### src/rtl/maze_pkg.sv
// rtl/maze_pkg.sv - shared scan codes, receiver states and direction decode for the maze input path
// Scan codes are PS/2 set 2; the decode helper maps one make/break code to a direction.
package maze_pkg;

  localparam logic [7:0] SC_EXT   = 8'hE0;
  localparam logic [7:0] SC_BRK   = 8'hF0;
  localparam logic [7:0] SC_UP    = 8'h75;
  localparam logic [7:0] SC_DOWN  = 8'h72;
  localparam logic [7:0] SC_LEFT  = 8'h6B;
  localparam logic [7:0] SC_RIGHT = 8'h74;
  localparam logic [7:0] SC_W     = 8'h1D;
  localparam logic [7:0] SC_S     = 8'h1B;
  localparam logic [7:0] SC_A     = 8'h1C;
  localparam logic [7:0] SC_D     = 8'h23;

  typedef enum logic [1:0] {IDLE, DATA, PARITY, STOP} rx_state_t;
  typedef enum logic [1:0] {UP, DOWN, LEFT, RIGHT} dir_t;

  typedef struct packed {
    logic hit;
    dir_t dir;
  } dir_hit_t;

  // Arrows only count behind an E0 prefix; WASD only without one.
  function automatic dir_hit_t decode_dir(input logic [7:0] code, input logic ext,
                                          input logic en_wasd);
    dir_hit_t r;
    r = '{hit: 1'b0, dir: UP};
    if (ext) begin
      case (code)
        SC_UP:    r = '{hit: 1'b1, dir: UP};
        SC_DOWN:  r = '{hit: 1'b1, dir: DOWN};
        SC_LEFT:  r = '{hit: 1'b1, dir: LEFT};
        SC_RIGHT: r = '{hit: 1'b1, dir: RIGHT};
        default:  r = '{hit: 1'b0, dir: UP};
      endcase
    end else if (en_wasd) begin
      case (code)
        SC_W:    r = '{hit: 1'b1, dir: UP};
        SC_S:    r = '{hit: 1'b1, dir: DOWN};
        SC_A:    r = '{hit: 1'b1, dir: LEFT};
        SC_D:    r = '{hit: 1'b1, dir: RIGHT};
        default: r = '{hit: 1'b0, dir: UP};
      endcase
    end
    return r;
  endfunction

endpackage

### src/rtl/ps2_clk_filter.sv
// rtl/ps2_clk_filter.sv - PS/2 clock/data synchroniser, clock glitch filter and falling-edge strobe
// Shared by the receive path and any later host-to-device transmitter.
module ps2_clk_filter #(
  parameter int FILTER_LEN = 8
) (
  input  logic clk,
  input  logic clr,
  input  logic ps2_clk,
  input  logic ps2_data,
  output logic fall,
  output logic data_s
);

  localparam int CW = $clog2(FILTER_LEN + 1);
  localparam logic [CW-1:0] CNT_MAX = CW'(FILTER_LEN - 1);

  logic          r_clk_meta, r_clk_sync;
  logic          r_data_meta, r_data_sync;
  logic [CW-1:0] r_cnt;
  logic          r_filt, r_filt_d;

  always_ff @(posedge clk) begin
    if (clr) begin
      r_clk_meta  <= 1'b1;
      r_clk_sync  <= 1'b1;
      r_data_meta <= 1'b1;
      r_data_sync <= 1'b1;
      r_cnt       <= '0;
      r_filt      <= 1'b1;
      r_filt_d    <= 1'b1;
    end else begin
      r_clk_meta  <= ps2_clk;
      r_clk_sync  <= r_clk_meta;
      r_data_meta <= ps2_data;
      r_data_sync <= r_data_meta;
      r_filt_d    <= r_filt;
      // The filtered clock follows only after FILTER_LEN disagreeing samples in a row.
      if (r_clk_sync == r_filt) begin
        r_cnt <= '0;
      end else if (r_cnt == CNT_MAX) begin
        r_filt <= r_clk_sync;
        r_cnt  <= '0;
      end else begin
        r_cnt <= r_cnt + CW'(1);
      end
    end
  end

  assign fall   = r_filt_d & ~r_filt;
  assign data_s = r_data_sync;

endmodule

### src/rtl/ps2_dir_rx.sv
// rtl/ps2_dir_rx.sv - PS/2 keyboard receiver producing maze direction press pulses and held levels
// Frame FSM with parity/stop/timeout checks, E0/F0 prefix tracking and arrow/WASD decode.
module ps2_dir_rx
  import maze_pkg::*;
#(
  parameter int FILTER_LEN     = 8,
  parameter int TIMEOUT_CYCLES = 100000,
  parameter bit EN_WASD        = 1'b1
) (
  input  logic       clk,
  input  logic       clr,
  input  logic       ps2_clk,
  input  logic       ps2_data,
  output logic [7:0] scan_code,
  output logic       scan_valid,
  output logic       frame_err,
  output logic       up_p,
  output logic       down_p,
  output logic       left_p,
  output logic       right_p,
  output logic       up_h,
  output logic       down_h,
  output logic       left_h,
  output logic       right_h
);

  localparam int TW = $clog2(TIMEOUT_CYCLES + 1);
  localparam logic [TW-1:0] TO_LAST = TW'(TIMEOUT_CYCLES - 1);

  logic      w_fall, w_data;
  dir_hit_t  w_dir;

  rx_state_t     r_state;
  logic [2:0]    r_bit_cnt;
  logic [7:0]    r_shift;
  logic          r_parity;
  logic [TW-1:0] r_to_cnt;
  logic          r_ext, r_brk;
  logic [7:0]    r_scan_code;
  logic          r_scan_valid, r_frame_err;
  logic [3:0]    r_press, r_held;

  ps2_clk_filter #(.FILTER_LEN(FILTER_LEN)) u_filter (
    .clk      (clk),
    .clr      (clr),
    .ps2_clk  (ps2_clk),
    .ps2_data (ps2_data),
    .fall     (w_fall),
    .data_s   (w_data)
  );

  assign w_dir = decode_dir(r_scan_code, r_ext, EN_WASD);

  always_ff @(posedge clk) begin
    if (clr) begin
      r_state      <= IDLE;
      r_bit_cnt    <= '0;
      r_shift      <= '0;
      r_parity     <= 1'b0;
      r_to_cnt     <= '0;
      r_ext        <= 1'b0;
      r_brk        <= 1'b0;
      r_scan_code  <= '0;
      r_scan_valid <= 1'b0;
      r_frame_err  <= 1'b0;
      r_press      <= '0;
      r_held       <= '0;
    end else begin
      r_scan_valid <= 1'b0;
      r_frame_err  <= 1'b0;
      r_press      <= '0;
      // r_to_cnt holds cycles elapsed since the last fall, counting the fall cycle itself.
      if (w_fall) begin
        r_to_cnt <= TW'(1);
        case (r_state)
          IDLE: begin
            if (!w_data) begin
              r_state   <= DATA;
              r_bit_cnt <= '0;
            end else begin
              r_frame_err <= 1'b1;
            end
          end
          DATA: begin
            r_shift   <= {w_data, r_shift[7:1]};
            r_bit_cnt <= r_bit_cnt + 3'd1;
            if (r_bit_cnt == 3'd7) r_state <= PARITY;
          end
          PARITY: begin
            r_parity <= w_data;
            r_state  <= STOP;
          end
          default: begin
            r_state <= IDLE;
            if (w_data && (^{r_shift, r_parity})) begin
              r_scan_code  <= r_shift;
              r_scan_valid <= 1'b1;
            end else begin
              r_frame_err <= 1'b1;
            end
          end
        endcase
      end else if (r_state != IDLE) begin
        if (r_to_cnt == TO_LAST) begin
          r_frame_err <= 1'b1;
          r_state     <= IDLE;
        end else begin
          r_to_cnt <= r_to_cnt + TW'(1);
        end
      end else begin
        r_to_cnt <= '0;
      end

      if (r_scan_valid) begin
        if (r_scan_code == SC_EXT) begin
          r_ext <= 1'b1;
        end else if (r_scan_code == SC_BRK) begin
          r_brk <= 1'b1;
        end else begin
          r_ext <= 1'b0;
          r_brk <= 1'b0;
          if (w_dir.hit) begin
            if (r_brk) begin
              r_held[w_dir.dir] <= 1'b0;
            end else if (!r_held[w_dir.dir]) begin
              r_held[w_dir.dir]  <= 1'b1;
              r_press[w_dir.dir] <= 1'b1;
            end
          end
        end
      end
      // A bad frame drops any half-built prefix so the next byte is read fresh.
      if (r_frame_err) begin
        r_ext <= 1'b0;
        r_brk <= 1'b0;
      end
    end
  end

  assign scan_code  = r_scan_code;
  assign scan_valid = r_scan_valid;
  assign frame_err  = r_frame_err;
  assign up_p       = r_press[UP];
  assign down_p     = r_press[DOWN];
  assign left_p     = r_press[LEFT];
  assign right_p    = r_press[RIGHT];
  assign up_h       = r_held[UP];
  assign down_h     = r_held[DOWN];
  assign left_h     = r_held[LEFT];
  assign right_h    = r_held[RIGHT];

endmodule
### config.mk
export PLATFORM = sky130hd
export DESIGN_NAME = ps2_dir_rx
export DESIGN_NICKNAME = d
export VERILOG_FILES = /design/src/rtl/maze_pkg.sv /design/src/rtl/ps2_clk_filter.sv /design/src/rtl/ps2_dir_rx.sv
export SDC_FILE = /design/constraint.sdc
export NUM_CORES = 1
export LEC_CHECK = 0
export ABC_AREA = 1
export CAP_MARGIN = 20
export CORE_MARGIN = 2
export CORE_UTILIZATION = 30
export CTS_BUF_LIST = sky130_fd_sc_hd__clkbuf_8
export DETAILED_ROUTE_END_ITERATION = 16
export PLACE_DENSITY_LB_ADDON = 0.2
export SETUP_SLACK_MARGIN = 0.05
export SLEW_MARGIN = 30
export SYNTH_ARGS = -nofsm -noshare
export SYNTH_HDL_FRONTEND = slang
export SYNTH_SLANG_ARGS = --single-unit
### constraint.sdc
create_clock -name clk -period 1.4 [get_ports clk]
set_input_delay 0.14 -clock clk [delete_from_list [all_inputs] [get_ports clk]]
set_output_delay 0.14 -clock clk [all_outputs]
set_load 0.01 [all_outputs]
== Yosys cells after proc, flatten, opt, wreduce, memory -nomap -nowiden ==
Index checks and enable logic that the tools add are counted.
Word-level totals
  output and inout bits: 18
  bits in registers: 61
  input bits: 4
Cells by class
  add/subtract/negate cells: 3
  mux-type cells: 30
  bitwise logic cells: 13
  order comparisons: 2
  equal/unequal tests: 22
  reduce and logical (&&, ||, !) cells: 24
Operators with widths (number)
  $eq A8 B7 Y1 const B: 4
  $eq A8 B5 Y1 const B: 3
  $pmux W3 S4: 2
  $add A17 B1 Y17 const B: 1
  $eq A17 B17 Y1 const B: 1
  $eq A8 B8 Y1 const B: 2
  $mux W1: 14
  $mux W2: 5
  $reduce_and A2 Y1: 5
  $not A1 Y1: 9
  $reduce_or A3 Y1: 3
  $reduce_xor A9 Y1: 1
  $eq A8 B6 Y1 const B: 1
  $mux W4: 2
  $reduce_bool A2 Y1: 4
  $reduce_or A7 Y1: 1
  $mux W3: 2
  $ne A2 B2 Y1 const B: 3
  $ne A3 B3 Y1 const B: 2
  $pmux W2 S3: 1
  $pmux W3 S2: 1
  $reduce_and A3 Y1: 2
  $reduce_and A5 Y1: 1
  $reduce_or A5 Y1: 1
  21 further kinds: 23

== Depth between registers and ports, before layout ==
Gate-level depths: netlist of the first run.
  word-level depth: 10
  depth in mapped cells: 15

== Cells and area by module ==
Synthesis of the first run repeated with hierarchy kept, for this count alone.
Unflattened totals
  cells, all modules: 438
  area total of the unflattened synthesis: 3045.4 um^2
Modules (own cells, without submodules)
  ps2_dir_rx: instances 1, cells each 398, area each 2691.3 um^2, sequential area each 1021.0 um^2
  ps2_clk_filter: instances 1, cells each 40, area each 354.1 um^2, sequential area each 200.2 um^2

== Worst setup path before layout of the first run ==
OpenSTA, ideal clock, no wires.
  path kind: register -> register
  start point: register r_scan_code[2] (netlist: scan_code[2])
  end point: register with a tool-made name
  required time: 1.287 ns
  arrival time: 1.435 ns
  slack: -0.148 ns
  clock period less this slack: 1.548 ns
  buffers on the path: 0
  cell stages (with the launch flop): 16
  cell sequence: dfxtp_1 > inv_1 > nand2_1 > nor2_2 > nand2_1 > nand3_2 > nand2_2 > nand2_1 > nand2_1 > nand2_1 > nand2_1 > nand2_2 > nand3_1 > nand2_1 > nand2_1 > nor2_1
RTL lines
  start, declared: line ps2_dir_rx.sv:39  | logic [7:0] r_scan_code;
  start signal, assigned: line ps2_dir_rx.sv:96  | r_scan_code <= r_shift;

== Final worst setup path of the first run ==
  start point: register r_scan_code[5] (netlist: scan_code[5])
  end point: register r_press[1]
On the way
  longest elaborated chain between the ends: 7
  elaborated cells on any way between the ends: 22
  those cells by class: order compare: 2; eq/ne: 10; mux: 7; bitwise: 1; reduce/logical: 2
RTL lines
  $eq A8 B6 Y1, or another cell as far along: line maze_pkg.sv:38  | case (code)
  $pmux W3 S4 (on tied branches): line maze_pkg.sv:38, maze_pkg.sv:30
  $mux W3: line maze_pkg.sv:29  | if (ext) begin
  $lt A2 B3 Y1 (not written as such) / $ge A2 B1 Y1 (equally long branches): line ps2_dir_rx.sv:127  | r_press[w_dir.dir] <= 1'b1;
  $logic_and A1 B1 Y1 (not written as such): line ps2_dir_rx.sv:127
  $mux W1 (not written as such): line ps2_dir_rx.sv:127
  $demux W1 S2: line ps2_dir_rx.sv:127
  end signal, assigned: line ps2_dir_rx.sv:66  | r_press <= '0;
  end signal, assigned: line ps2_dir_rx.sv:71  | r_press <= '0;
  end signal, assigned by index: line ps2_dir_rx.sv:127
  end, declared: line ps2_dir_rx.sv:41  | logic [3:0] r_press, r_held;
Parallel ways exist; a longest one is shown, timed or not. The select of a mux whose other input is x is not followed.
A chain may end at the register's enable or synchronous reset.

==> flow_results.xml, run 1 <==
<?xml version="1.0" encoding="UTF-8"?>
<metrics>
  <group name="logic_synthesis">
    <metric name="ys_types" unit="">34</metric>
    <metric name="synth_cells" unit="">411</metric>
    <metric name="post_synth_fa_ha_maj_area_fraction" unit="%">3.81</metric>
    <metric name="synth_compound_area_share" unit="%">11.5</metric>
    <metric name="largest_family_of_logic_cells_by_synthesized_area" unit="">simple AND/OR/NAND/NOR gates</metric>
    <metric name="synth_area_per_cell" unit="sq um">7.20</metric>
    <metric name="synth-edff-count" unit="">0</metric>
    <metric name="async_flop_share" unit="%">0</metric>
    <metric name="synth-simple-area-share" unit="%">32.9</metric>
    <metric name="mux_contribution_to_synthesized_area" unit="%">0</metric>
    <metric name="mappedNetlistArea" unit="sq um">2960</metric>
    <metric name="synth.yosys.seq_area_share" unit="%">41.3</metric>
    <metric name="ys_ff_latch" unit="">61</metric>
    <metric name="xor_xnor_portion_of_the_synthesized_cell_area" unit="%">2.37</metric>
    <metric name="synthFlopType" unit="">dfxtp_1</metric>
    <metric name="synth_warnings" unit="">0</metric>
    <metric name="synth_fp_nets" unit="">424</metric>
  </group>
  <group name="placement">
    <metric name="count_of_buffers_from_port_buffering" unit="">21</metric>
    <metric name="hpwlAfterDp" unit="mm">4.89</metric>
    <metric name="dp_worst_setup_slack" unit="ns">-0.227</metric>
    <metric name="gp_routability_congestion" unit="">0.850</metric>
    <metric name="placement_cell_area" unit="sq um">3890</metric>
    <metric name="number_of_placed_instances_taps_included" unit="">619</metric>
  </group>
  <group name="critical_path">
    <metric name="start_kind" unit="">flop</metric>
    <metric name="crit_buf_inv" unit="">2</metric>
    <metric name="critical-path-slowest-cell" unit="">dfxtp_4</metric>
    <metric name="worst_ep_required_time" unit="ns">1.67</metric>
    <metric name="cp.arrival" unit="ns">1.92</metric>
    <metric name="worst_reg2reg_startpoint" unit="">scan_code[5]</metric>
    <metric name="critPathTopFamily" unit="">simple AND/OR/NAND/NOR gates</metric>
    <metric name="setup.worst_path.end_class" unit="">flop</metric>
    <metric name="cp-startpoint" unit="">scan_code[5]</metric>
    <metric name="worstPathCellList" unit="">inv_2 -&gt; nand2_2 -&gt; nor2_4 -&gt; nand4_1 -&gt; nand2_1 -&gt; o21ai_2 -&gt; a21oi_4 -&gt; buf_6 -&gt; nand4_4 -&gt; nor3_2</metric>
    <metric name="max_stage_delay" unit="ns">0.37</metric>
    <metric name="critical_path_class" unit="">flop to flop</metric>
    <metric name="crit_fanout" unit="">5</metric>
  </group>
  <group name="detailed_routing">
    <metric name="route.final.wire_length" unit="mm">7.26</metric>
    <metric name="number_of_detailed_route_iterations_in_the_first_pass" unit="">4</metric>
    <metric name="routed_wirelength_normalized_by_instance_count" unit="microns">11.0</metric>
    <metric name="detail_route.vias_per_cell" unit="">4.47</metric>
    <metric name="drt-initial-drc-count" unit="">39</metric>
    <metric name="ant_nets" unit="">0</metric>
    <metric name="drc_errors" unit="">0</metric>
    <metric name="vias" unit="">2939</metric>
  </group>
  <group name="timing">
    <metric name="final-max-slew-violation-count" unit="">0</metric>
    <metric name="achievable-frequency" unit="MHz">606</metric>
    <metric name="finalCritPeriodShare" unit="%">118</metric>
    <metric name="count_of_endpoints_failing_hold_in_the_final_timing_report" unit="">0</metric>
    <metric name="unrepaired_setup_endpoints_after_global_routing" unit="">true</metric>
    <metric name="timing.clock.skew" unit="ns">0.00958</metric>
    <metric name="final.setup.worst_slack" unit="ns">-0.249</metric>
    <metric name="fin_crit" unit="ns">1.65</metric>
    <metric name="tightestPinTransition" unit="ns">0.444</metric>
    <metric name="setup_viol" unit="">29</metric>
    <metric name="slew-limit-headroom" unit="%">70.1</metric>
  </group>
  <group name="finish">
    <metric name="antenna-diode-count" unit="">0</metric>
    <metric name="finalInstanceArea" unit="sq um">4690</metric>
    <metric name="post_layout_nonfiller_instances" unit="">658</metric>
    <metric name="fillCellCount" unit="">928</metric>
    <metric name="drive_above_1_share" unit="%">48.8</metric>
    <metric name="area_growth" unit="%">58.7</metric>
    <metric name="nNetsFinal" unit="">533</metric>
  </group>
  <group name="die">
    <metric name="initial_util" unit="%">30.5</metric>
    <metric name="core.rowCount" unit="">36</metric>
    <metric name="top_level_ports" unit="">22</metric>
    <metric name="placeableCoreArea" unit="sq um">9680</metric>
    <metric name="die_x" unit="microns">103</metric>
    <metric name="fp.dieH" unit="microns">103</metric>
    <metric name="design.die.area" unit="sq um">10700</metric>
  </group>
  <group name="global_routing">
    <metric name="antenna_found_initial" unit="">0</metric>
    <metric name="grt.overflow.total" unit="">0</metric>
    <metric name="grt.total_usage" unit="%">14.3</metric>
    <metric name="largest_net_degree_at_the_start_of_global_routing" unit="">21</metric>
    <metric name="grt_pass1_wl" unit="mm">12.3</metric>
    <metric name="first_global_vias" unit="">2872</metric>
  </group>
  <group name="clock_network">
    <metric name="clk_transition_reported_paths" unit="ns">0.07</metric>
    <metric name="cts_tree" unit="">built</metric>
    <metric name="cts-buffers-inserted" unit="">9</metric>
    <metric name="largest_buffer_count_on_any_clock_path" unit="">2</metric>
    <metric name="cts.sink_count" unit="">61</metric>
    <metric name="clk_latency" unit="ns">0.34</metric>
    <metric name="cts-htree-levels" unit="">3</metric>
    <metric name="clock_tree.root_cell" unit="">clkbuf_8</metric>
  </group>
  <group name="status">
    <metric name="failed_checks" unit="">negative setup slack</metric>
    <metric name="outcome" unit="">finished with violations</metric>
  </group>
  <group name="min_path">
    <metric name="worstHoldStart" unit="">ps2_clk</metric>
    <metric name="timing.hold.worst.class" unit="">primary input to flop</metric>
  </group>
  <group name="pwr">
    <metric name="power.density" unit="nW/um^2">674</metric>
    <metric name="leakage" unit="nW">2.06</metric>
    <metric name="worst_ir_drop_vdd" unit="uV">529</metric>
  </group>
  <group name="flow_run">
    <metric name="max_cap_viol_count" unit="">0</metric>
  </group>
</metrics>
## logic make-up (layout without fill, tap and decap cells)
group                    after synthesis  in the layout
buffers and inverters                 59            172
adder cells (fa/ha/maj)                9              9
AND/OR/NAND/NOR                      210            211
XOR/XNOR                               8              8
flip-flops                            61             61
AO/OA/AOI/OAI                         64             64
## per-layer routing
layer | share of wire, % | track usage [%] | routed length [microns]
met1 | 46 | 17.2 | 3360
met2 | 49 | 24.8 | 3530
met3 | 3.1 | 3.56 | 225
met4 | 2.0 | 5.47 | 146
met5 | 0 | 0 | 0
## registers in the layout (all words and copies together) (netlist names), 2 cells and up, named ones only
signal,flops
r_state,2
scan_code,8
u_filter.r_cnt,4
r_press,4
r_to_cnt,17
r_bit_cnt,3
r_shift,8
## per-stage QoR
| stage | hold slack, ns | utilization [%] | setup TNS [ns] | power, mW |
|---|---|---|---|---|
| detailed placement | 0.395 | 40.2 | -3.42 | 1.83 |
| global route | 0.383 | 48.5 | -7.11 | 3.29 |
| finish | 0.362 | 48.5 | -4.31 | 3.16 |
| floorplan | 0.244 | - | -0.728 | 1.80 |
| global placement | 0.392 | 40.2 | -3.27 | 1.83 |
| CTS | 0.345 | 44.8 | -3.06 | 3.22 |
## path summary, 6_finish.rpt
| check | end | slack (ns) | depth (start not counted) |
|---|---|---|---|
| worst min register to register | u_filter.r_clk_sync | 0.41 | 1 |
| worst max-delay path | r_press[1] | -0.25 | 10 |
| worst max register to register | r_press[1] | -0.25 | 10 |
| worst min-delay path | u_filter.r_clk_meta | 0.36 | 2 |
## synth_stat cells, types with 2 or more instances
master    count  area [sq um]
nand2_1      90           338
dfxtp_1      61          1220
inv_1        51           191
nor2_1       51           191
a21oi_1      33           165
o21ai_0      24           120
nand3_1      19          95.1
nor3_1       13          65.1
nor2_2       11          68.8
ha_1          9           113
or2_2         7          43.8
nand2_2       5          31.3
xor2_1        5          43.8
nand4_1       4          25.0
clkbuf_1      3          11.3
nand3_2       3          30.0
xnor2_1       3          26.3
clkinv_1      2          7.51
o21ai_1       2          10.0
## cells in the final DEF (no fill, tap or decap), types with 4 or more instances in the layout
cell / n
nor2_2: 16
inv_4: 6
buf_4: 68
nand2_1: 58
dfxtp_2: 7
inv_2: 14
nand3_1: 11
ha_1: 7
dfxtp_1: 43
nor3_2: 7
clkbuf_8: 11
nor3_1: 4
nand4_1: 4
nor2_1: 36
a21oi_1: 23
dlygate4sd2_1: 13
clkdlybuf4s50_1: 4
buf_6: 12
inv_1: 36
nand3_2: 9
dfxtp_4: 11
nor2_4: 11
o21ai_2: 11
or2_2: 6
nand2_4: 10
a21oi_2: 9
o21ai_0: 13
nand2_2: 27
## where the power goes
group	internal [mW]	total (mW)	switching (mW)
logic	0.0289	0.0648	0.0359
clock network	0.711	1.37	0.664
registers	1.72	1.72	0.00318
## repair_timing
action	4_1_cts	5_1_grt
endpoints found under the setup margin	48	47
pin swaps	35	52
hold buffers	0	0
buffers inserted	15	11
gates cloned	1	0
gates resized for setup	71	94
## area by class of cell
class                           count  area (sq um)  area share (%)
Multi-Input combinational cell    292          1990            42.3
Tap cell                          133           166            3.54
Timing Repair Buffer              102           877            18.7
Clock inverter                      5          20.0           0.426
Inverter                           54           223            4.74
Clock buffer                       11           151            3.22
Sequential cell                    61          1270            27.1
(Power assumes the default switching activity.)
==> run 2, diff against run 1 <==
--- a/config.mk
+++ b/config.mk
@@ -7,7 +7,7 @@
 export LEC_CHECK = 0
 export ABC_AREA = 1
 export CAP_MARGIN = 20
-export CORE_MARGIN = 2
+export CORE_MARGIN = 1
 export CORE_UTILIZATION = 30
 export CTS_BUF_LIST = sky130_fd_sc_hd__clkbuf_8
 export DETAILED_ROUTE_END_ITERATION = 16
==> flow_results.xml, run 2 (synthesis results as in run 1) <==
<?xml version="1.0" encoding="UTF-8"?>
<metrics>
  <group name="global_routing">
    <metric name="grt.total_usage" unit="%">15.0</metric>
    <metric name="grt.overflow.total" unit="">0</metric>
    <metric name="antenna_found_initial" unit="">0</metric>
    <metric name="grt_pass1_wl" unit="mm">12.1</metric>
    <metric name="largest_net_degree_at_the_start_of_global_routing" unit="">21</metric>
    <metric name="first_global_vias" unit="">2854</metric>
  </group>
  <group name="min_path">
    <metric name="timing.hold.worst.class" unit="">primary input to flop</metric>
    <metric name="worstHoldStart" unit="">ps2_clk</metric>
  </group>
  <group name="placement">
    <metric name="placement_cell_area" unit="sq um">3860</metric>
    <metric name="gp_routability_congestion" unit="">0.816</metric>
    <metric name="count_of_buffers_from_port_buffering" unit="">21</metric>
    <metric name="hpwlAfterDp" unit="mm">4.76</metric>
  </group>
  <group name="critical_path">
    <metric name="crit_fanout" unit="">7</metric>
    <metric name="critical-path-slowest-cell" unit="">dfxtp_4</metric>
    <metric name="worst_reg2reg_startpoint" unit="">r_shift[4]</metric>
    <metric name="cp.arrival" unit="ns">1.88</metric>
    <metric name="worstPathCellList" unit="">xor2_2 -&gt; xnor2_2 -&gt; nand2b_4 -&gt; nand2_2 -&gt; nand2_2 -&gt; nand3_4 -&gt; nor2_8 -&gt; buf_6 -&gt; nor2_2 -&gt; nor2_1</metric>
    <metric name="critical_path_class" unit="">flop to flop</metric>
    <metric name="crit_top_cell" unit="">nand2_2</metric>
    <metric name="worst_ep_required_time" unit="ns">1.67</metric>
    <metric name="start_kind" unit="">flop</metric>
    <metric name="cp-startpoint" unit="">r_shift[4]</metric>
    <metric name="setup.worst_path.end_class" unit="">flop</metric>
    <metric name="max_stage_delay" unit="ns">0.36</metric>
  </group>
  <group name="die">
    <metric name="core.rowCount" unit="">35</metric>
    <metric name="fp.dieH" unit="microns">101</metric>
    <metric name="die_x" unit="microns">101</metric>
    <metric name="design.die.area" unit="sq um">10300</metric>
    <metric name="placeableCoreArea" unit="sq um">9420</metric>
    <metric name="top_level_ports" unit="">22</metric>
    <metric name="initial_util" unit="%">31.4</metric>
  </group>
  <group name="status">
    <metric name="failed_checks" unit="">negative setup slack</metric>
    <metric name="outcome" unit="">finished with violations</metric>
  </group>
  <group name="clock_network">
    <metric name="cts-htree-levels" unit="">3</metric>
    <metric name="cts.sink_count" unit="">61</metric>
    <metric name="largest_buffer_count_on_any_clock_path" unit="">2</metric>
    <metric name="clk_latency" unit="ns">0.33</metric>
    <metric name="cts_hold_buf" unit="">0</metric>
    <metric name="cts_tree" unit="">built</metric>
    <metric name="cts-buffers-inserted" unit="">9</metric>
    <metric name="clk_transition_reported_paths" unit="ns">0.07</metric>
    <metric name="clock_tree.root_cell" unit="">clkbuf_8</metric>
  </group>
  <group name="timing">
    <metric name="fin_crit" unit="ns">1.62</metric>
    <metric name="timing.clock.skew" unit="ns">0.00739</metric>
    <metric name="setup_viol" unit="">26</metric>
    <metric name="unrepaired_setup_endpoints_after_global_routing" unit="">true</metric>
    <metric name="count_of_endpoints_failing_hold_in_the_final_timing_report" unit="">0</metric>
    <metric name="final.setup.worst_slack" unit="ns">-0.218</metric>
    <metric name="timing.setup.tns" unit="ns">-3.45</metric>
    <metric name="slew-limit-headroom" unit="%">71.1</metric>
    <metric name="tightestPinTransition" unit="ns">0.428</metric>
    <metric name="final-max-slew-violation-count" unit="">0</metric>
    <metric name="achievable-frequency" unit="MHz">618</metric>
    <metric name="finalCritPeriodShare" unit="%">116</metric>
  </group>
  <group name="pwr">
    <metric name="power_frac_seq" unit="%">54.7</metric>
    <metric name="share_comb_of_total_power" unit="%">2.0</metric>
    <metric name="p_total" unit="mW">3.15</metric>
    <metric name="power.density" unit="nW/um^2">667</metric>
    <metric name="netSwitchingFraction" unit="%">21.9</metric>
    <metric name="worst_ir_drop_vdd" unit="uV">360</metric>
    <metric name="proportion_of_power_drawn_by_the_clock_network" unit="%">43.2</metric>
    <metric name="power.internal" unit="mW">2.46</metric>
    <metric name="net-switching-power" unit="uW">691</metric>
    <metric name="leakage" unit="nW">2.07</metric>
  </group>
  <group name="detailed_routing">
    <metric name="drt-initial-drc-count" unit="">68</metric>
    <metric name="routed_wirelength_normalized_by_instance_count" unit="microns">11.2</metric>
    <metric name="vias" unit="">2930</metric>
    <metric name="route.final.wire_length" unit="mm">7.30</metric>
    <metric name="number_of_detailed_route_iterations_in_the_first_pass" unit="">4</metric>
    <metric name="drc_errors" unit="">0</metric>
    <metric name="ant_nets" unit="">0</metric>
    <metric name="detail_route.vias_per_cell" unit="">4.49</metric>
  </group>
  <group name="finish">
    <metric name="final_util" unit="%">50.2</metric>
    <metric name="nNetsFinal" unit="">533</metric>
    <metric name="layout.cells.most_common" unit="">buf_4</metric>
    <metric name="layout.cells.most_common_list" unit="">buf_4, nand2_1, dfxtp_1, nor2_1, inv_1</metric>
    <metric name="drive_above_1_share" unit="%">48.3</metric>
    <metric name="number_of_flip_flops_in_the_largest_register" unit="">17</metric>
    <metric name="top_register" unit="">r_to_cnt</metric>
    <metric name="antenna-diode-count" unit="">0</metric>
    <metric name="fillCellCount" unit="">921</metric>
    <metric name="area_growth" unit="%">59.9</metric>
    <metric name="finalInstanceArea" unit="sq um">4730</metric>
  </group>
  <group name="flow_run">
    <metric name="max_cap_viol_count" unit="">0</metric>
  </group>
</metrics>
==> run 2: cell type report <==
type | instances | area (sq um) | area share [%]
repair buffers | 102 | 891 | 18.8
inverters | 54 | 228 | 4.81
multi-input cells | 292 | 2010 | 42.6
clock buffers | 11 | 151 | 3.20
well taps | 129 | 161 | 3.41
flip-flops and latches | 61 | 1270 | 26.8
clock inverters | 4 | 17.5 | 0.370
==> run 2: final timing paths <==
kind                                             to  slack (ns)  cells after the start
worst max-delay path                   scan_code[1]       -0.22                     10
worst min-delay path            u_filter.r_clk_meta        0.36                      2
worst min register to register      u_filter.data_s        0.41                      1
worst max register to register         scan_code[1]       -0.22                     10
==> run 2: power groups by stage <==
stage | combinational, mW | sequential, mW | clock [mW]
2_1_floorplan | 0.0311 | 1.77 | 0
3_3_place_gp | 0.0595 | 1.77 | 0
3_5_place_dp | 0.0599 | 1.77 | 0
4_1_cts | 0.0610 | 1.73 | 1.41
5_1_grt | 0.0710 | 1.73 | 1.48
6_report | 0.0634 | 1.73 | 1.36
==> run 2: worst max-delay path, delay by kind of cell, from the launching register on <==
family | cells | cell delay, ns
flops | 1 | 0.36
xor+xnor | 2 | 0.34
simple gates | 7 | 0.72
buf+inv | 1 | 0.13
==> run 2: routing by layer <==
layer	routed length [microns]	up-vias	track usage [%]
met5	0	-	0
met4	91	0	4.68
met3	232	12	4.00
met2	3670	47	26.5
met1	3300	1335	17.6
li1	-	1536	-
==> run 2: through the flow <==
stage / instances / hold slack (ns) / setup WS [ns]
after floorplan: 411 / 0.244 / -0.103
after global placement: 613 / 0.391 / -0.203
after detailed placement: 613 / 0.397 / -0.222
after CTS: 650 / 0.349 / -0.215
after global routing: 653 / 0.344 / -0.356
final: 653 / 0.362 / -0.218
==> run 2: timing repair <==
| item | 4_1_cts | 5_1_grt |
|---|---|---|
| setup endpoints to repair | 50 | 52 |
| buffers inserted | 22 | 5 |
| cloned | 1 | 0 |
| pin swaps | 45 | 41 |
| resized for setup | 75 | 99 |
